`config.mk`:
```
export PLATFORM = sky130hd
export DESIGN_NAME = led_serializer
export DESIGN_NICKNAME = d
export VERILOG_FILES = /design/src/rtl/led_serializer.sv
export SDC_FILE = /design/constraint.sdc
export NUM_CORES = 1
export LEC_CHECK = 0
export CORE_ASPECT_RATIO = 1.75
export CORE_UTILIZATION = 25
export CTS_CLUSTER_SIZE = 12
export DETAILED_ROUTE_END_ITERATION = 6
export PLACE_DENSITY = 0.56
export SLEW_MARGIN = 20
export SYNTH_ARGS = -nofsm -noshare
export SYNTH_HDL_FRONTEND = slang
export SYNTH_SLANG_ARGS = --single-unit
```
`constraint.sdc`:
```
create_clock -name clk -period 1.5 [get_ports clk]
set_input_delay 0.225 -clock clk [delete_from_list [all_inputs] [get_ports clk]]
set_output_delay 0.225 -clock clk [all_outputs]
set_load 0.01 [all_outputs]
```
`src/rtl/led_serializer.sv`:
```
// led_serializer: valid/ready word-to-serial shifter with divided sclk and frame latch pulse.
// Define LED_SERIALIZER_LSB_FIRST_EN to shift words out LSB-first.
module led_serializer #(
  parameter int DATA_WIDTH      = 16,
  parameter int CLK_FACTOR      = 4,
  parameter int WORDS_PER_LATCH = 16,
  parameter int LAT_CYCLES      = 2
) (
  input  logic                  clk,
  input  logic                  rst,
  input  logic [DATA_WIDTH-1:0] i_data,
  input  logic                  i_valid,
  output logic                  o_ready,
  output logic                  o_sclk,
  output logic                  o_sdata,
  output logic                  o_lat,
  output logic                  o_busy
);
  localparam int H  = CLK_FACTOR / 2;
  localparam int TW = $clog2(CLK_FACTOR + LAT_CYCLES + 1);
  localparam int BW = $clog2(DATA_WIDTH + 1);
  localparam int WW = $clog2(WORDS_PER_LATCH + 1);
  typedef enum logic [1:0] {IDLE, SHIFT, LATCH} state_t;
  state_t                state_q, state_d;
  logic [DATA_WIDTH-1:0] sh_q, sh_d, sh_adv;
  logic [TW-1:0]         tmr_q, tmr_d;
  logic [BW-1:0]         bit_q, bit_d;
  logic [WW-1:0]         word_q, word_d;
  logic                  sclk_q, sclk_d, sdata_q, sdata_d, lat_q, lat_d;
  logic                  last_word;
`ifdef LED_SERIALIZER_LSB_FIRST_EN
  localparam int OB = 0;
  assign sh_adv = {1'b0, sh_q[DATA_WIDTH-1:1]};
`else
  localparam int OB = DATA_WIDTH - 1;
  assign sh_adv = {sh_q[DATA_WIDTH-2:0], 1'b0};
`endif
  assign last_word = word_q == WW'(WORDS_PER_LATCH - 1);
  // The timer doubles as the latch-length counter; it is already 0 on LATCH entry.
  always_comb begin
    state_d = state_q;
    sh_d    = sh_q;
    tmr_d   = tmr_q;
    bit_d   = bit_q;
    word_d  = word_q;
    if (state_q == IDLE) begin
      if (i_valid) begin
        state_d = SHIFT;
        sh_d    = i_data;
        tmr_d   = '0;
        bit_d   = '0;
      end
    end else if (state_q == SHIFT) begin
      if (tmr_q == TW'(CLK_FACTOR - 1)) begin
        tmr_d = '0;
        sh_d  = sh_adv;
        bit_d = bit_q + 1'b1;
        if (bit_q == BW'(DATA_WIDTH - 1)) begin
          state_d = last_word ? LATCH : IDLE;
          word_d  = last_word ? '0 : word_q + 1'b1;
        end
      end else begin
        tmr_d = tmr_q + 1'b1;
      end
    end else begin
      state_d = tmr_q == TW'(LAT_CYCLES - 1) ? IDLE : LATCH;
      tmr_d   = tmr_q + 1'b1;
    end
    sclk_d  = state_d == SHIFT && tmr_d >= TW'(H);
    sdata_d = state_d == SHIFT && sh_d[OB];
    lat_d   = state_d == LATCH;
  end
  always_ff @(posedge clk) begin
    if (rst) begin
      state_q <= IDLE;
      sh_q    <= '0;
      tmr_q   <= '0;
      bit_q   <= '0;
      word_q  <= '0;
      sclk_q  <= 1'b0;
      sdata_q <= 1'b0;
      lat_q   <= 1'b0;
    end else begin
      state_q <= state_d;
      sh_q    <= sh_d;
      tmr_q   <= tmr_d;
      bit_q   <= bit_d;
      word_q  <= word_d;
      sclk_q  <= sclk_d;
      sdata_q <= sdata_d;
      lat_q   <= lat_d;
    end
  end
  assign o_ready = state_q == IDLE && !rst;
  assign o_busy  = state_q != IDLE;
  assign o_sclk  = sclk_q;
  assign o_sdata = sdata_q;
  assign o_lat   = lat_q;
endmodule
```
==> results of run 1 <==
-- cells in the mapped netlist, drive strengths merged (2+ instances only) --
cell and n:
a21oi 21, a22oi 17, buf 6, clkbuf 4, dfxtp 34, ha 5
inv 8, mux2i 2, nand2 18, nand2b 4, nand3 2, nand3b 2
nand4b 3, nor2 15, nor3 3, nor3b 2, xnor2 2
-- metrics by stage --
stage               power [mW]  area [µm²]
global placement          1.17        1910
global route              2.11        2120
finish                    2.02        2120
floorplan                 1.07        1490
detailed placement        1.17        1910
CTS                       2.04        2090
-- cells by family (layout without fill, tap and decap cells) --
kind of cell    after synthesis  count (layout)  synth area share
compound gates               47              47             0.206
mux                           3               3            0.0211
flops                        34              34             0.458
buf+inv                      18              62            0.0640
fa+ha+maj                     5               5            0.0421
xor+xnor                      3               3            0.0177
simple gates                 53              53             0.191
-- worst reg2reg max path: stages, from the launching register on --
cell,delay [ps]
dfxtp_2,350
ha_4,130
and3_4,190
ha_4,110
nand4b_1,200
or3_1,380
a21oi_1,160
-- flip-flops by register name, summed over array words and instances (netlist names) --
name / flops
bit_q: 5
o_lat: 1
o_sclk: 1
o_sdata: 1
sh_q: 16
state_q: 2
tmr_q: 3
word_q: 5
-- per-layer routing --
layer  vias to the layer above  wire length [µm]  global-route usage
met5                         -                 0                   0
met4                         0                72              0.0648
met3                         4               103              0.0311
met2                        22              1900               0.221
met1                       639              1350               0.128
li1                        663                 -                   -
-- what timing repair did --
action                                  4_1_cts  5_1_grt
endpoints found under the setup margin       25       17
setup buffers                                 2        1
gates cloned                                  0        0
gates resized for setup                      13        5
pin swaps                                     8        4
-- cell usage in the layout (no fill, tap or decap), types with 2 or more instances in the layout --
master           count
dfxtp_1             29
buf_4               23
a21oi_1             21
clkdlybuf4s50_1     21
nand2_1             18
a22oi_1             17
nor2_1              13
inv_1                8
clkbuf_8             6
dfxtp_2              5
nand4b_1             3
nand2b_1             3
nor3_1               3
ha_4                 3
xnor2_1              2
nand3_1              2
nand3b_1             2
mux2i_1              2
ha_1                 2
dlygate4sd2_1        2
-- worst max-delay path by stage --
stage,endpoint,slack (ps)
2_1_floorplan,word_q[3],7
3_3_place_gp,o_sdata,-130
3_5_place_dp,o_sdata,-160
4_1_cts,word_q[2],-80
5_1_grt,state_q[1],-200
6_report,state_q[1],-100
-- area by class of cell --
cell class                      count  area share
Multi-Input combinational cell    111       0.365
Sequential cell                    34       0.324
Timing Repair Buffer               47       0.198
Tap cell                           76      0.0449
Clock buffer                        6      0.0390
Clock inverter                      1      0.0142
Inverter                            8      0.0142
-- power by group --
part / leakage, nW / switching, mW / internal (mW)
registers: 0.279 / 0.0172 / 0.935
clock network: 0.0573 / 0.328 / 0.531
logic: 0.474 / 0.0924 / 0.116
total: 0.810 / 0.437 / 1.58
==> flow_summary.json, run 1 <==
{
  "outcome": "finished with violations",
  "wl_per_cell_um": 12.1,
  "clock_latency_ps": 290,
  "rows": 36,
  "fin_crit_sh": 1.07,
  "drt_iter0_markers": 32,
  "grt_pass1_vias": 1323,
  "ys_types": 36,
  "tns_ps": -331,
  "worstPathArrival_ps": 1820,
  "min_to": "word_q[4]",
  "finalSetupViolCount": 7,
  "p_leak_nw": 0.810,
  "max_freq_mhz": 625,
  "holdPathStages": 2,
  "hold_viol": 0,
  "port_buffers": 23,
  "cts_buffers": 5,
  "path_cells": "ha_4, and3_4, ha_4, nand4b_1, or3_1, a21oi_1",
  "maxSlewHeadroom": 0.753,
  "critPathTopFamily": "simple AND/OR/NAND/NOR gates",
  "synth_area_leaders": "dfxtp_1 (46%), a22oi_1 (8.6%), a21oi_1 (7.1%)",
  "drv.max_cap_violation_count": 0,
  "worstSetupStartpoint": "bit_q[1]",
  "die_x_um": 60.3,
  "hpwl_um": 2390,
  "yosys_warnings": 0,
  "r2r_start": "bit_q[1]",
  "synth-async-reset-ratio": 0,
  "required_ps": 1710,
  "die_h_um": 104,
  "routabilityCongestion": 0.721,
  "postSynthAreaPerCell_um2": 9.11,
  "slowest_stage": "or3_1",
  "path_buf_inv": 0,
  "synth_seq_area_share": 0.458,
  "pre_cts_slack_ps": -164,
  "dr.pass1.iters": 7,
  "rrSetupSlack_ps": -100,
  "layout.nets": 231,
  "clkTransAtPathRegs_ps": 70,
  "drv_slew": 0,
  "cts_max_level": 2,
  "drive_above_1_share": 0.232,
  "skew_ps": 7.02,
  "path_class": "reg2reg",
  "stdcell_count": 283,
  "grt_antenna_before_repair": 0,
  "rr_worst_depth": 6,
  "antenna_cells": 0,
  "synth.largest_area_cell": "dfxtp_1",
  "postRouteAntennaNets": 0,
  "grt_start_max_net_pins": 27,
  "coreArea_um2": 5630,
  "syn_inst": 163,
  "cp-start-kind": "register",
  "synth_top_area_share": 0.458,
  "layout_setup_ws_ps": -100,
  "cp.depth": 6,
  "utilization": 0.376,
  "timing.hold.ws_ps": 449,
  "overflow": 0,
  "rr_endpoint": "state_q[1]",
  "path_common_cell": "ha_4",
  "track_usage": 0.125,
  "dp_cells": 274,
  "drt_wl_total_um": 3430,
  "hp-start": "word_q[4]",
  "ctsHoldBuffers": 0,
  "max_stage_delay_ps": 380,
  "cp-end-kind": "register",
  "worst_pin_slew_ps": 370,
  "ys.flop_type": "dfxtp_1",
  "critPathMaxFanout": 5,
  "ir_drop_v": 0.000584,
  "num_vias": 1328,
  "clk_path_buf_depth": 2,
  "period_minus_slack_ps": 1600,
  "cts_tree": "yes",
  "fillers": 602,
  "power-per-cell-area_nw_per_um2": 953,
  "grt_pass1_wl_um": 5920,
  "ioPinCount": 24,
  "initial_core_util": 0.264,
  "syn_to_final_growth_pct": 42.7,
  "hold_path_class": "reg2reg",
  "rsz0062_at_grt": "true",
  "synth_seq_cells": 34,
  "clock_sinks": 34,
  "violations": "setup timing",
  "synthesis.area_um2": 1490,
  "viasPerCell": 4.69,
  "synth_edf_count": 0,
  "dieArea_um2": 6270,
  "multiInputGateArea_um2": 774,
  "seq_area_um2": 687,
  "drc_errors": 0,
  "synthesis.nets": 187,
  "cts-root-buf": "clkbuf_8"
}
(Power assumes the default switching activity.)
==> inputs of run 2 (changes only) <==
--- a/config.mk
+++ b/config.mk
@@ -7,7 +7,6 @@
 export LEC_CHECK = 0
 export CORE_ASPECT_RATIO = 1.75
 export CORE_UTILIZATION = 25
-export CTS_CLUSTER_SIZE = 12
 export DETAILED_ROUTE_END_ITERATION = 6
 export PLACE_DENSITY = 0.56
 export SLEW_MARGIN = 20
==> results of run 2 <==
Same layout as run 1: the final DEF is identical, and so are final timing and power.
==> inputs of run 3 (changes only) <==
--- a/config.mk
+++ b/config.mk
@@ -9,6 +9,7 @@
 export CORE_UTILIZATION = 25
 export DETAILED_ROUTE_END_ITERATION = 6
 export PLACE_DENSITY = 0.56
+export SETUP_SLACK_MARGIN = 0.4
 export SLEW_MARGIN = 20
 export SYNTH_ARGS = -nofsm -noshare
 export SYNTH_HDL_FRONTEND = slang
==> run 3 against run 2 <==
Against the previous run:
- the run still ends with setup timing left
- fmax up 3.6%
- critical path type unchanged
- setup slack better by 56 ps
- sequential power is 0.7% higher
==> flow_summary.json, run 3 (synthesized netlist as in run 1, its figures left out) <==
{
  "outcome": "finished with violations",
  "violations": "setup timing",
  "multiInputGateArea_um2": 920,
  "clkTransAtPathRegs_ps": 70,
  "path_buf_inv": 1,
  "grt_pass1_vias": 1414,
  "clk_path_buf_depth": 2,
  "coreArea_um2": 5630,
  "cp-start-kind": "register",
  "top_register": "sh_q",
  "drt_wl_total_um": 4050,
  "power-per-cell-area_nw_per_um2": 856,
  "pre_cts_slack_ps": -157,
  "num_vias": 1394,
  "die_x_um": 60.3,
  "port_buffers": 23,
  "cts_buffers": 5,
  "hold_viol": 0,
  "final_common_cell": "dfxtp_1",
  "timing.hold.ws_ps": 465,
  "grt_antenna_before_repair": 0,
  "postRouteAntennaNets": 0,
  "worstPathArrival_ps": 1760,
  "drv.max_cap_violation_count": 0,
  "critPathMaxFanout": 5,
  "seq_area_um2": 696,
  "skew_ps": 4.69,
  "wl_per_cell_um": 14.0,
  "path_common_cell": "ha_4",
  "worst_pin_slew_ps": 360,
  "max_freq_mhz": 647,
  "drt_iter0_markers": 25,
  "initial_core_util": 0.264,
  "period_minus_slack_ps": 1540,
  "rows": 36,
  "clock_latency_ps": 290,
  "hpwl_um": 2250,
  "largest_reg_flops": 16,
  "required_ps": 1720,
  "drc_errors": 0,
  "rsz0062_at_grt": "true",
  "finalSetupViolCount": 4,
  "routabilityCongestion": 0.818,
  "die_h_um": 104,
  "fillers": 564,
  "track_usage": 0.147,
  "hold_path_class": "reg2reg",
  "largestRegisters": "sh_q (16), bit_q (5), word_q (5)",
  "layout_setup_ws_ps": -44.8,
  "rrSetupSlack_ps": -40,
  "cts_tree": "yes",
  "path_cells": "ha_4, and3_4, ha_4, nand4b_1, buf_6, or3_1, a21oi_1",
  "clock_sinks": 34,
  "grt_start_max_net_pins": 34,
  "maxSlewHeadroom": 0.760,
  "fin_crit_sh": 1.03,
  "slowest_stage": "dfxtp_2",
  "drv_slew": 0,
  "layout.nets": 237,
  "cts_max_level": 2,
  "cts-root-buf": "clkbuf_8",
  "p_leak_nw": 0.908,
  "max_stage_delay_ps": 360,
  "ctsHoldBuffers": 0,
  "viasPerCell": 4.81,
  "drive_above_1_share": 0.402,
  "critPathTopFamily": "simple AND/OR/NAND/NOR gates",
  "path_class": "reg2reg",
  "final_cell_mix": "dfxtp_1 (28), a21oi_1 (19), nand2_1 (18), clkdlybuf4s50_1 (18), a22oi_2 (17)",
  "ioPinCount": 24,
  "ir_drop_v": 0.000569,
  "grt_pass1_wl_um": 6740,
  "cp-end-kind": "register",
  "syn_to_final_growth_pct": 65.0,
  "dieArea_um2": 6270,
  "antenna_cells": 0,
  "overflow": 0,
  "dr.pass1.iters": 5
}
[run 3: changes by cell type in the layout (fill, tap and decap cells not counted), moves of 3 or more]
cell,change
a22oi_1,-17
a22oi_2,+17
buf_6,+8
buf_4,-7
clkdlybuf4s50_1,-3
dfxtp_4,+3
[run 3: metal layers]
layer / track usage / part of all wire / up-vias
li1: - / - / 677
met1: 0.155 / 0.39 / 668
met2: 0.243 / 0.53 / 35
met3: 0.0261 / 0.030 / 14
met4: 0.110 / 0.051 / 0
met5: 0 / 0 / -
[run 3: stage by stage]
stage                     area [µm²]  utilization  TNS (ps)  std cells  power [mW]
after floorplan                 1640            -         0        163        1.10
after global placement          1990        0.354     -1320        265        1.19
after detailed placement        1990        0.354     -2270        265        1.20
after CTS                       2370        0.421      -424        286        2.10
after global routing            2450        0.435      -714        290        2.18
final                           2450        0.435      -117        290        2.10
[run 3: worst paths after layout]
kind / start / cells after the start / endpoint
hold reg to reg: sh_q[5] / 2 / sh_q[5]
setup reg to reg: bit_q[0] / 7 / state_q[1]
hold / removal: sh_q[5] / 2 / sh_q[5]
setup / recovery: bit_q[0] / 7 / state_q[1]
[run 3: worst register-to-register path: cells and delay by family (launching register included)]
kind,cells,cell delay [ps]
adder cells (fa/ha/maj),2,240
buffers and inverters,1,150
AO/OA/AOI/OAI,1,130
flip-flops,1,360
AND/OR/NAND/NOR,3,600
[run 3: final cells by class]
type	count	share of cell area
multi-input cells	111	0.375
flip-flops and latches	34	0.284
repair buffers	53	0.245
well taps	76	0.0388
clock buffers	5	0.0281
clock inverters	3	0.0163
inverters	8	0.0123
[run 3: what timing repair did]
action / CTS / global route
gates resized for setup: 33 / 14
hold endpoints to repair: 0 / 0
gates cloned: 4 / 0
pin swaps: 13 / 9
setup endpoints to repair: 39 / 39
buffers inserted: 9 / 4
[run 3: where the power goes]
| group | total (mW) | switching [mW] | leakage, nW | internal, mW |
|---|---|---|---|---|
| Sequential | 0.959 | 0.0263 | 0.280 | 0.933 |
| Combinational | 0.297 | 0.119 | 0.570 | 0.178 |
| Clock | 0.841 | 0.352 | 0.0579 | 0.489 |
| Total | 2.10 | 0.497 | 0.908 | 1.60 |
